--- src/rtl/dwconv_pre_ctrl.sv ---
// Frame sequencer for the depthwise-conv pre-process path: latches W/H/stride, programs the row buffer, tracks pixel (c,r)
// and flags legal windows one cycle after the completing pixel; pix_ready is high only in RUN, and ignored pixels never count.
module dwconv_pre_ctrl #(
  parameter int ROW_BUFFER_DEPTH = 9,
  parameter int COORD_WIDTH      = 9
) (
  input  logic                        clk,
  input  logic                        rstn,
  input  logic                        cfg_start,
  input  logic [COORD_WIDTH-1:0]      cfg_width,
  input  logic [COORD_WIDTH-1:0]      cfg_height,
  input  logic                        cfg_stride,
  input  logic                        pix_valid,
  output logic                        pix_ready,
  output logic [ROW_BUFFER_DEPTH-1:0] buff_len_ctrl,
  output logic                        buff_len_rst,
  output logic                        win_valid,
  output logic [COORD_WIDTH-1:0]      win_col,
  output logic [COORD_WIDTH-1:0]      win_row,
  output logic                        frame_done,
  output logic                        busy,
  output logic                        cfg_err
);

  typedef enum logic [1:0] {S_IDLE, S_LOAD, S_RUN, S_DONE} state_t;

  state_t                      r_state;
  logic [COORD_WIDTH-1:0]      r_width;
  logic [COORD_WIDTH-1:0]      r_height;
  logic                        r_stride;
  logic [COORD_WIDTH-1:0]      r_col;
  logic [COORD_WIDTH-1:0]      r_row;
  logic                        r_pix_ready;
  logic [ROW_BUFFER_DEPTH-1:0] r_buff_len;
  logic                        r_buff_len_rst;
  logic                        r_win_valid;
  logic [COORD_WIDTH-1:0]      r_win_col;
  logic [COORD_WIDTH-1:0]      r_win_row;
  logic                        r_frame_done;
  logic                        r_busy;
  logic                        r_cfg_err;

  logic                        w_cfg_legal;
  logic                        w_win_legal;
  logic                        w_col_last;
  logic                        w_row_last;
  logic [COORD_WIDTH-1:0]      w_col_m2;
  logic [COORD_WIDTH-1:0]      w_row_m2;

  // Width check done in 64 bits so W-2 can be compared against the full row-buffer range.
  assign w_cfg_legal = (cfg_width >= COORD_WIDTH'(3)) && (cfg_height >= COORD_WIDTH'(3)) &&
                       ((64'(cfg_width) - 64'd2) <= ((64'd1 << ROW_BUFFER_DEPTH) - 64'd1));

  assign w_win_legal = (r_col >= COORD_WIDTH'(2)) && (r_row >= COORD_WIDTH'(2)) &&
                       (!r_stride || (!r_col[0] && !r_row[0]));
  assign w_col_last  = (r_col == r_width - COORD_WIDTH'(1));
  assign w_row_last  = (r_row == r_height - COORD_WIDTH'(1));
  assign w_col_m2    = r_col - COORD_WIDTH'(2);
  assign w_row_m2    = r_row - COORD_WIDTH'(2);

  always_ff @(posedge clk or negedge rstn) begin
    if (!rstn) begin
      r_state        <= S_IDLE;
      r_width        <= '0;
      r_height       <= '0;
      r_stride       <= 1'b0;
      r_col          <= '0;
      r_row          <= '0;
      r_pix_ready    <= 1'b0;
      r_buff_len     <= '0;
      r_buff_len_rst <= 1'b0;
      r_win_valid    <= 1'b0;
      r_win_col      <= '0;
      r_win_row      <= '0;
      r_frame_done   <= 1'b0;
      r_busy         <= 1'b0;
      r_cfg_err      <= 1'b0;
    end else begin
      r_buff_len_rst <= 1'b0;
      r_frame_done   <= 1'b0;
      r_win_valid    <= 1'b0;
      case (r_state)
        S_IDLE: begin
          if (cfg_start) begin
            if (w_cfg_legal) begin
              r_width        <= cfg_width;
              r_height       <= cfg_height;
              r_stride       <= cfg_stride;
              r_buff_len     <= ROW_BUFFER_DEPTH'(cfg_width - COORD_WIDTH'(2));
              r_cfg_err      <= 1'b0;
              r_buff_len_rst <= 1'b1;
              r_busy         <= 1'b1;
              r_state        <= S_LOAD;
            end else begin
              r_cfg_err <= 1'b1;
            end
          end
        end
        S_LOAD: begin
          r_col       <= '0;
          r_row       <= '0;
          r_pix_ready <= 1'b1;
          r_state     <= S_RUN;
        end
        S_RUN: begin
          if (pix_valid) begin
            if (w_win_legal) begin
              r_win_valid <= 1'b1;
              r_win_col   <= w_col_m2 >> r_stride;
              r_win_row   <= w_row_m2 >> r_stride;
            end
            if (w_col_last) begin
              r_col <= '0;
              if (w_row_last) begin
                r_pix_ready  <= 1'b0;
                r_frame_done <= 1'b1;
                r_state      <= S_DONE;
              end else begin
                r_row <= r_row + COORD_WIDTH'(1);
              end
            end else begin
              r_col <= r_col + COORD_WIDTH'(1);
            end
          end
        end
        S_DONE: begin
          r_busy  <= 1'b0;
          r_state <= S_IDLE;
        end
        default: r_state <= S_IDLE;
      endcase
    end
  end

  assign pix_ready     = r_pix_ready;
  assign buff_len_ctrl = r_buff_len;
  assign buff_len_rst  = r_buff_len_rst;
  assign win_valid     = r_win_valid;
  assign win_col       = r_win_col;
  assign win_row       = r_win_row;
  assign frame_done    = r_frame_done;
  assign busy          = r_busy;
  assign cfg_err       = r_cfg_err;

endmodule

--- config.mk ---
export PLATFORM = sky130hd
export DESIGN_NAME = dwconv_pre_ctrl
export DESIGN_NICKNAME = d
export VERILOG_FILES = /design/src/rtl/dwconv_pre_ctrl.sv
export SDC_FILE = /design/constraint.sdc
export NUM_CORES = 1
export LEC_CHECK = 0
export ABC_AREA = 1
export CAP_MARGIN = 5
export CELL_PAD_IN_SITES_DETAIL_PLACEMENT = 2
export CELL_PAD_IN_SITES_GLOBAL_PLACEMENT = 2
export CORE_MARGIN = 5
export CORE_UTILIZATION = 35
export CTS_CLUSTER_SIZE = 25
export DETAILED_ROUTE_END_ITERATION = 6
export GPL_ROUTABILITY_DRIVEN = 0
export PLACE_DENSITY = 0.94
export SKIP_CTS_REPAIR_TIMING = 1
export SYNTH_ARGS = -nofsm -noshare
export SYNTH_HDL_FRONTEND = slang
export SYNTH_SLANG_ARGS = --single-unit
--- constraint.sdc ---
create_clock -name clk -period 3.49 [get_ports clk]
set_clock_uncertainty 0.1 [all_clocks]
set_input_delay 1.047 -clock clk [delete_from_list [all_inputs] [get_ports clk]]
set_output_delay 1.047 -clock clk [all_outputs]
set_load 0.01 [all_outputs]
==> flow_metrics.py, run 1 <==
metrics = {
    "power": {
        "pwr-share-clk": 0.187,
        "pwr-share-seq": 0.319,
        "ir_drop_mv": 0.363,
        "p_leak_nw": 2.53,
        "combinationalPowerShare": 0.493,
        "internal_power_w": 0.00248,
        "p_sw_w": 0.00198,
        "switching_share": 0.444,
        "powerDensity_mw_per_mm2": 836,
        "total_power_w": 0.00446,
    },
    "detailed_routing": {
        "drt-pass1-iter-count": 4,
        "num_vias": 4054,
        "routed_wl_mm": 14.2,
        "met1Wirelength_mm": 6.02,
        "initialDrtViolationCount": 115,
        "maxUsedRoutingLayer": "met4",
        "dr_wl_met3_um": 432,
        "routedWlPerCell_um": 17.7,
        "vias_per_cell": 5.07,
        "drc": 0,
        "ant_nets": 0,
        "routed-wl-met2_mm": 7.42,
    },
    "clock_network": {
        "cts_inserted_buffers": 9,
        "clkLatencyLatePin_ns": 0.33,
        "htree_levels": 3,
        "cts_tree": "built",
        "cts_root_buffer": "clkbuf_16",
        "cts_sinks": 71,
        "cts_buffer_depth": 2,
        "clk_pin_slew_ns": 0.06,
    },
    "setup_path": {
        "arrival_ns": 2.96,
        "critical_path_class": "in -> reg",
        "setup.worst_path.start_class": "input port",
        "cp-end-kind": "register",
        "crit_fanout": 30,
        "required_ns": 3.61,
    },
    "synthesis": {
        "yosysMostFrequentCell": "nand2_1",
        "yosysTopAreaCell": "dfrtp_1",
        "ys.flop_type": "dfrtp_1",
        "ys_ff_latch": 71,
        "yosysTopAreaCellShare": 0.403,
        "async_reset_ff_frac": 1.00,
        "synth-edff-count": 0,
        "yosysSeqAreaShare": 0.403,
        "synth_common_cells": "160 x nand2_1, 71 x dfrtp_1, 48 x nor2_1, 47 x inv_1, 46 x o21ai_0",
        "synth_warnings": 0,
        "synth_cell_type_count": 35,
        "postSynthAreaPerCell_um2": 7.64,
        "synth_area_mm2": 0.00441,
        "synth.area.top_cells": "dfrtp_1 40%, nand2_1 14%, xor2_1 5.4%",
        "syn-num-nets": 617,
        "syn-instance-count": 577,
    },
    "global_route": {
        "grt_max_degree": 41,
        "grt_remaining_overflow": 0,
        "track_usage": 0.204,
        "grt_pass1_vias": 4701,
        "grt_pass1_wl_mm": 23.9,
        "antenna_found_initial": 0,
    },
    "floorplanning": {
        "fp.coreArea_mm2": 0.0125,
        "die_width_um": 122,
        "num_rows": 41,
        "start_util": 0.354,
        "die_h_um": 122,
        "die_area_mm2": 0.0149,
        "ios": 56,
    },
    "sta": {
        "slew_viol_final": 0,
        "fmax_mhz": 352,
        "setup_viol": 0,
        "period_share": 0.813,
        "layout_min_cycle_time_ns": 2.84,
        "hold_viol_final": 0,
        "max_slew_margin": 0.357,
        "worstMarginPinSlew_ns": 0.964,
        "setup_tns_ns": 0,
        "whs_ns": 0.381,
        "rsz0062_at_grt": "no",
        "fin_ws_ns": 0.651,
    },
    "outcome": {
        "status": "finished, final reports clean",
    },
    "layout": {
        "drive_gt1_frac": 0.0925,
        "areaGrowthSynthToFinish_pct": 20.9,
        "insertedDiodeCount": 0,
        "fillerInstances": 1450,
        "postLayoutCellArea_mm2": 0.00533,
        "finalNetCount": 664,
    },
    "min_path": {
        "hp-class": "reg -> reg",
    },
    "placed_design": {
        "placed_cell_area_mm2": 0.00506,
        "hpwlAfterDp_mm": 11.1,
        "dp_worst_setup_slack_ns": 0.315,
        "io_buffers": 55,
    },
    "run": {
        "maxCapViolCount": 0,
    },
}
cell families after synthesis:
logic type | synth area share
adders and majority gates | 0.0482
DFF | 0.403
buffers and inverters | 0.0814
AOI/OAI and AO/OA | 0.0865
and+or+nand+nor | 0.308
xor gates and xnor gates | 0.0735
stage by stage:
step	util	std cells
2_1_floorplan	-	577
3_5_place_dp	0.406	785
3_3_place_gp	0.406	785
6_report	0.428	799
4_1_cts	0.428	799
5_1_grt	0.428	799
metal layers:
| layer | up-vias | track usage |
|---|---|---|
| met4 | 0 | 0.0707 |
| met5 | - | 0 |
| met2 | 76 | 0.380 |
| met3 | 21 | 0.0304 |
| met1 | 2022 | 0.238 |
| li1 | 1935 | - |
critical path: stages:
cell and delay, ns:
clkdlybuf4s50_1 0.43, inv_1 0.17, ha_1 0.18, o21bai_1 0.10, a21oi_1 0.08, o21ai_1 0.19
nand3_2 0.11, inv_2 0.34, nand2_1 0.15, o21ai_0 0.14
worst paths after layout:
kind                               from    endpoint  slack, ns  cells past startpoint
max                        cfg_width[2]  r_width[6]       0.65                     10
min                          win_row[7]  win_row[7]       0.38                      2
max reg2reg                    r_stride  win_col[4]       1.03                      7
min reg2reg                  win_row[7]  win_row[7]       0.38                      2
max in group asynchronous          rstn  r_width[5]       1.82                      2
min in group asynchronous          rstn   win_valid       0.77                      1
state kept, by name, summed over array words and instances, names as in the netlist, 2 cells and up:
| name | cells |
|---|---|
| r_height | 9 |
| win_row | 9 |
| r_state | 2 |
| r_col | 9 |
| r_row | 9 |
| buff_len_ctrl | 8 |
| win_col | 9 |
| r_width | 9 |
power by group through the flow:
stage | clock, W | sequential [W] | combinational (W)
after global placement | 0 | 0.00141 | 0.00201
after CTS | 0.000858 | 0.00143 | 0.00224
final | 0.000835 | 0.00142 | 0.00220
after detailed placement | 0 | 0.00144 | 0.00220
after floorplan | 0 | 0.00140 | 0.00138
after global routing | 0.000895 | 0.00148 | 0.00246
area by class of cell:
| class | count | area, um^2 | share of cell area |
|---|---|---|---|
| clock buffer | 13 | 260 | 0.0488 |
| clock inverter | 1 | 5.00 | 0.000939 |
| inverter | 58 | 218 | 0.0408 |
| multi-input combinational | 426 | 2270 | 0.427 |
| sequential | 71 | 1780 | 0.333 |
| tap | 172 | 215 | 0.0404 |
| timing repair buffer | 58 | 581 | 0.109 |
cells in the final DEF (no fill, tap or decap), types with 2 or more instances in the layout:
cell             instances
nand2_2                  8
nand2_1                160
clkdlybuf4s50_1         54
xor2_1                  27
inv_2                   11
buf_4                    2
o21ai_1                  6
nand2_4                  4
ha_1                    17
nand3_2                  4
nor3_4                   2
clkbuf_8                 2
clkbuf_16                9
nor2_1                  48
a31oi_1                  6
or2_2                    2
nand3_1                 34
nor2_2                   9
inv_1                   47
nor3_1                  13
nand4_1                 10
xnor2_1                 10
clkbuf_1                 2
a21oi_1                 11
o21ai_0                 46
and3_1                   2
dfrtp_1                 71
No activity file was read; power rests on OpenSTA's default activity.
==> run 2, diff against run 1 <==
Settings changed: CORE_UTILIZATION 35 to 32, PLACE_DENSITY 0.94 to 0.87.
Clock period 3.49 ns to 2.9 ns, I/O delays scaled along.
==> run 2 against run 1 <==
Non-clock buffer count increased by 4. Via count increased by 0.47%. Sequential power increased by 21%. Clock power increased by 38%. Hold slack improved by 0.0018 ns. Wire length increased by 0.33%. Sequential cell count unchanged. Critical path depth increased by 1. First-iteration DRC count decreased by 4.3%. Critical endpoint is now r_stride. Largest cell class unchanged. Largest power group unchanged.
==> flow_metrics.py, run 2 (synthesis results as in run 1) <==
metrics = {
    "setup_path": {
        "setup.worst_path.start_class": "input port",
        "critical_path_class": "in -> reg",
        "slowest_delay_ns": 0.50,
        "crit_path_top_delay_cell": "clkdlybuf4s50_1",
        "required_ns": 3.01,
        "crit_fanout": 11,
        "arrival_ns": 2.65,
        "cp-end-kind": "register",
        "cp_cell_sequence": "clkdlybuf4s50_1 > inv_1 > ha_1 > o21bai_1 > a21oi_1 > o21ai_1 > nand3_2 > inv_2 > buf_4 > nand2_1 > o21ai_0",
    },
    "sta": {
        "worstMarginPinSlew_ns": 0.606,
        "layout_min_cycle_time_ns": 2.54,
        "rsz0062_at_grt": "no",
        "setup_viol": 0,
        "hold_viol_final": 0,
        "max_slew_margin": 0.596,
        "slew_viol_final": 0,
        "fmax_mhz": 394,
        "setup_tns_ns": 0,
        "period_share": 0.874,
    },
    "detailed_routing": {
        "num_vias": 4073,
        "ant_nets": 0,
        "routed_wl_mm": 14.2,
        "drc": 0,
        "vias_per_cell": 5.01,
        "initialDrtViolationCount": 110,
        "routedWlPerCell_um": 17.5,
        "drt-pass1-iter-count": 4,
    },
    "floorplanning": {
        "fp.coreArea_mm2": 0.0137,
        "start_util": 0.321,
        "num_rows": 43,
        "die_h_um": 127,
        "die_area_mm2": 0.0162,
        "die_width_um": 127,
        "ios": 56,
    },
    "power": {
        "powerDensity_mw_per_mm2": 1020,
        "total_power_w": 0.00553,
        "ir_drop_mv": 0.411,
        "p_leak_nw": 2.57,
    },
    "layout": {
        "layout_commonest_cell": "nand2_1",
        "insertedDiodeCount": 0,
        "finalNetCount": 668,
        "areaGrowthSynthToFinish_pct": 22.8,
        "final_cell_mix": "160 x nand2_1, 71 x dfrtp_1, 54 x clkdlybuf4s50_1",
        "finalNonFillerCells": 813,
        "seq_area_mm2": 0.00178,
        "postLayoutCellArea_mm2": 0.00542,
        "fillerInstances": 1595,
        "drive_gt1_frac": 0.103,
        "multi_input_area_mm2": 0.00227,
    },
    "clock_network": {
        "cts_buffer_depth": 2,
        "htree_levels": 3,
        "cts_inserted_buffers": 9,
        "clkLatencyLatePin_ns": 0.34,
        "cts_tree": "built",
        "clk_pin_slew_ns": 0.06,
        "cts_sinks": 71,
        "cts_root_buffer": "clkbuf_16",
    },
    "placed_design": {
        "placed_cell_area_mm2": 0.00510,
        "placedCellCount": 797,
        "hpwlAfterDp_mm": 10.4,
        "io_buffers": 55,
    },
    "global_route": {
        "grt_pass1_vias": 4585,
        "grt_remaining_overflow": 0,
        "track_usage": 0.185,
        "antenna_found_initial": 0,
        "grt_max_degree": 72,
        "grt_pass1_wl_mm": 23.9,
    },
    "outcome": {
        "status": "finished, final reports clean",
    },
    "run": {
        "maxCapViolCount": 0,
    },
    "min_path": {
        "hp-class": "reg -> reg",
    },
}
==> run 2: cell count changes in the layout (fill, tap and decap cells not counted), sizes merged <==
| cell | before | now |
|---|---|---|
| bufinv | 0 | 1 |
| buf | 4 | 8 |
| clkinv | 1 | 2 |
==> run 2: worst max-delay path, delay by kind of cell <==
kind            cells  cell delay (ns)
compound gates      4             0.55
fa+ha+maj           1             0.18
buf+inv             4             0.83
simple gates        2             0.23
==> run 2: final cells by class <==
type	count	share of cell area
multi-input combinational	426	0.420
sequential	71	0.328
timing repair buffer	62	0.113
clock buffer	13	0.0499
tap	180	0.0416
inverter	58	0.0402
clock inverter	3	0.00739
==> run 2: path summary, 6_finish.rpt <==
check / start / end / slack, ns / cells past startpoint
min in group asynchronous: rstn / win_col[5] / 0.44 / 2
worst min-delay path: win_row[8] / win_row[8] / 0.38 / 2
worst max register to register: r_state[0] / r_col[7] / 0.46 / 11
worst max-delay path: cfg_width[2] / r_stride / 0.36 / 11
worst min register to register: win_row[8] / win_row[8] / 0.38 / 2
max in group asynchronous: rstn / r_width[0] / 1.93 / 2
==> run 2: report_power, final <==
| part | leakage [nW] | internal, W | switching (W) |
|---|---|---|---|
| logic | 1.49 | 0.00105 | 0.00161 |
| registers | 0.932 | 0.00135 | 0.000377 |
| clock network | 0.156 | 0.000733 | 0.000419 |
==> run 2: metrics by stage <==
step | hold slack [ns] | util | worst slack (ns)
global route | 0.425 | 0.395 | 0.238
finish | 0.383 | 0.395 | 0.364
global placement | 0.366 | 0.372 | 0.202
detailed placement | 0.376 | 0.372 | 0.0597
CTS | 0.390 | 0.395 | 0.371
floorplan | 0.368 | - | 0.731
==> run 2: per-layer routing <==
metal	vias up	track usage	routed length, um
met4	0	0.0587	236
li1	1939	-	-
met2	72	0.339	7330
met5	-	0	0
met1	2042	0.212	6080
met3	20	0.0452	553
==> run 3, diff against run 2 <==
Settings changed: CORE_UTILIZATION 32 to 29, CTS_CLUSTER_SIZE 25 to 24, PLACE_DENSITY 0.87 to 0.84.
Clock period 2.9 ns to 2.3 ns, I/O delays scaled along.
==> run 3 against run 2 <==
Global-route usage is 1.4 points lower. Register-to-register slack worse by 0.29 ns. Clock power up 38%. Wire length increased by 4.3%. Hold slack worse by 0.11 ns. Clock-buffer cell count fell by 1. Combinational power grew 43%. Sequential power is 23% higher. Highest routed layer unchanged. Non-clock buffer count up 35. Cell area grew 7.2%. Utilization shrank 0.84 points. First-iteration DRC count fell by 12%. Largest power group unchanged.
==> flow_metrics.py, run 3 (synthesis results as in run 1) <==
metrics = {
    "floorplanning": {
        "die_h_um": 133,
        "num_rows": 45,
        "die_width_um": 133,
        "fp.coreArea_mm2": 0.0150,
        "die_area_mm2": 0.0178,
        "ios": 56,
        "start_util": 0.293,
    },
    "global_route": {
        "grt_pass1_wl_mm": 24.7,
        "grt_max_degree": 43,
        "track_usage": 0.171,
        "antenna_found_initial": 0,
        "grt_pass1_vias": 4868,
        "grt_remaining_overflow": 0,
    },
    "setup_path": {
        "required_ns": 2.43,
        "critical_path_class": "in -> reg",
        "arrival_ns": 2.41,
        "critPathLaunch": "cfg_width[1]",
        "rr_worst_depth": 14,
        "setup.worst_path.start_class": "input port",
        "rrSetupSlack_ns": 0.17,
        "r2r-start": "r_height[0]",
        "cp-end-kind": "register",
        "crit_end": "r_width[1]",
        "reg2reg_to": "r_row[8]",
        "crit_fanout": 11,
    },
    "layout": {
        "finalNetCount": 704,
        "postLayoutCellArea_mm2": 0.00581,
        "layout_commonest_cell": "nand2_1",
        "insertedDiodeCount": 0,
        "drive_gt1_frac": 0.164,
        "areaGrowthSynthToFinish_pct": 31.7,
        "final_cell_mix": "160 x nand2_1, 69 x dfrtp_1, 53 x clkdlybuf4s50_1",
    },
    "sta": {
        "max_slew_margin": 0.632,
        "period_share": 0.992,
        "hold_viol_final": 0,
        "worstMarginPinSlew_ns": 0.552,
        "whs_ns": 0.272,
        "setup_tns_ns": 0,
        "fmax_mhz": 438,
        "layout_min_cycle_time_ns": 2.28,
        "slew_viol_final": 0,
        "setup_viol": 0,
    },
    "power": {
        "p_leak_nw": 2.77,
        "combinationalPowerShare": 0.506,
        "powerDensity_mw_per_mm2": 1300,
        "pwr-share-clk": 0.212,
        "pwr-share-seq": 0.282,
        "p_sw_w": 0.00320,
        "total_power_w": 0.00752,
        "switching_share": 0.426,
        "internal_power_w": 0.00432,
        "ir_drop_mv": 0.472,
    },
    "placed_design": {
        "hpwlAfterDp_mm": 11.4,
        "placed_cell_area_mm2": 0.00532,
        "io_buffers": 55,
    },
    "detailed_routing": {
        "initialDrtViolationCount": 97,
        "maxUsedRoutingLayer": "met4",
        "routed_wl_mm": 14.8,
        "routed-wl-met2_mm": 7.81,
        "dr_wl_met3_um": 509,
        "routedWlPerCell_um": 17.3,
        "drt-pass1-iter-count": 4,
        "ant_nets": 0,
        "vias_per_cell": 4.93,
        "drc": 0,
        "num_vias": 4229,
        "met1Wirelength_mm": 6.24,
    },
    "clock_network": {
        "cts_buffer_depth": 2,
        "cts_root_buffer": "clkbuf_16",
        "cts_tree": "built",
        "clk_pin_slew_ns": 0.06,
        "cts_inserted_buffers": 9,
        "htree_levels": 3,
        "clkLatencyLatePin_ns": 0.34,
        "cts_sinks": 71,
    },
    "min_path": {
        "hp-class": "in -> async",
    },
    "run": {
        "maxCapViolCount": 0,
    },
    "outcome": {
        "status": "finished, final reports clean",
    },
}
[run 3: layout make-up]
cell class	instances	area (um^2)
clock buffers	12	267
clock inverters	4	76.3
fillers	1724	9230
inverters	58	220
multi-input cells	427	2340
flip-flops and latches	71	1780
well taps	188	235
repair buffers	97	892
[run 3: through the flow]
step	setup WS [ns]	utilization	cells
global placement	-0.166	0.354	834
floorplan	0.311	-	577
global route	-0.0613	0.386	857
CTS	-0.0347	0.377	850
finish	0.0191	0.386	857
detailed placement	-0.399	0.354	834
[run 3: routing by layer]
| metal | up-vias | track usage |
|---|---|---|
| met4 | 0 | 0.0577 |
| met2 | 68 | 0.323 |
| met3 | 17 | 0.0344 |
| met1 | 2128 | 0.192 |
| met5 | - | 0 |
| li1 | 2016 | - |
[run 3: power groups by stage]
stage | Clock [W] | Combinational (W) | Sequential, W
2_1_floorplan | 0 | 0.00209 | 0.00212
3_3_place_gp | 0 | 0.00330 | 0.00211
3_5_place_dp | 0 | 0.00356 | 0.00215
4_1_cts | 0.00164 | 0.00364 | 0.00214
5_1_grt | 0.00168 | 0.00425 | 0.00219
6_report | 0.00159 | 0.00381 | 0.00212
[run 3: worst min-delay path by stage]
stage	slack (ns)	cells past startpoint	to	from
5_1_grt	0.30	2	win_row[5]	rstn
6_report	0.27	2	win_row[5]	rstn
4_1_cts	0.27	2	win_row[5]	rstn
2_1_floorplan	0.29	0	buff_len_ctrl[1]	rstn
3_5_place_dp	0.39	2	win_row[7]	win_row[7]
3_3_place_gp	0.36	2	win_row[7]	win_row[7]
[run 3: critical path, cell delays in order]
cell and delay [ns]:
clkdlybuf4s50_1 0.49, ha_1 0.20, o21bai_1 0.16, a21oi_1 0.12, o21ai_2 0.17, nand3_2 0.11, inv_2 0.10, buf_4 0.17
nand2_1 0.09, o21a_1 0.11
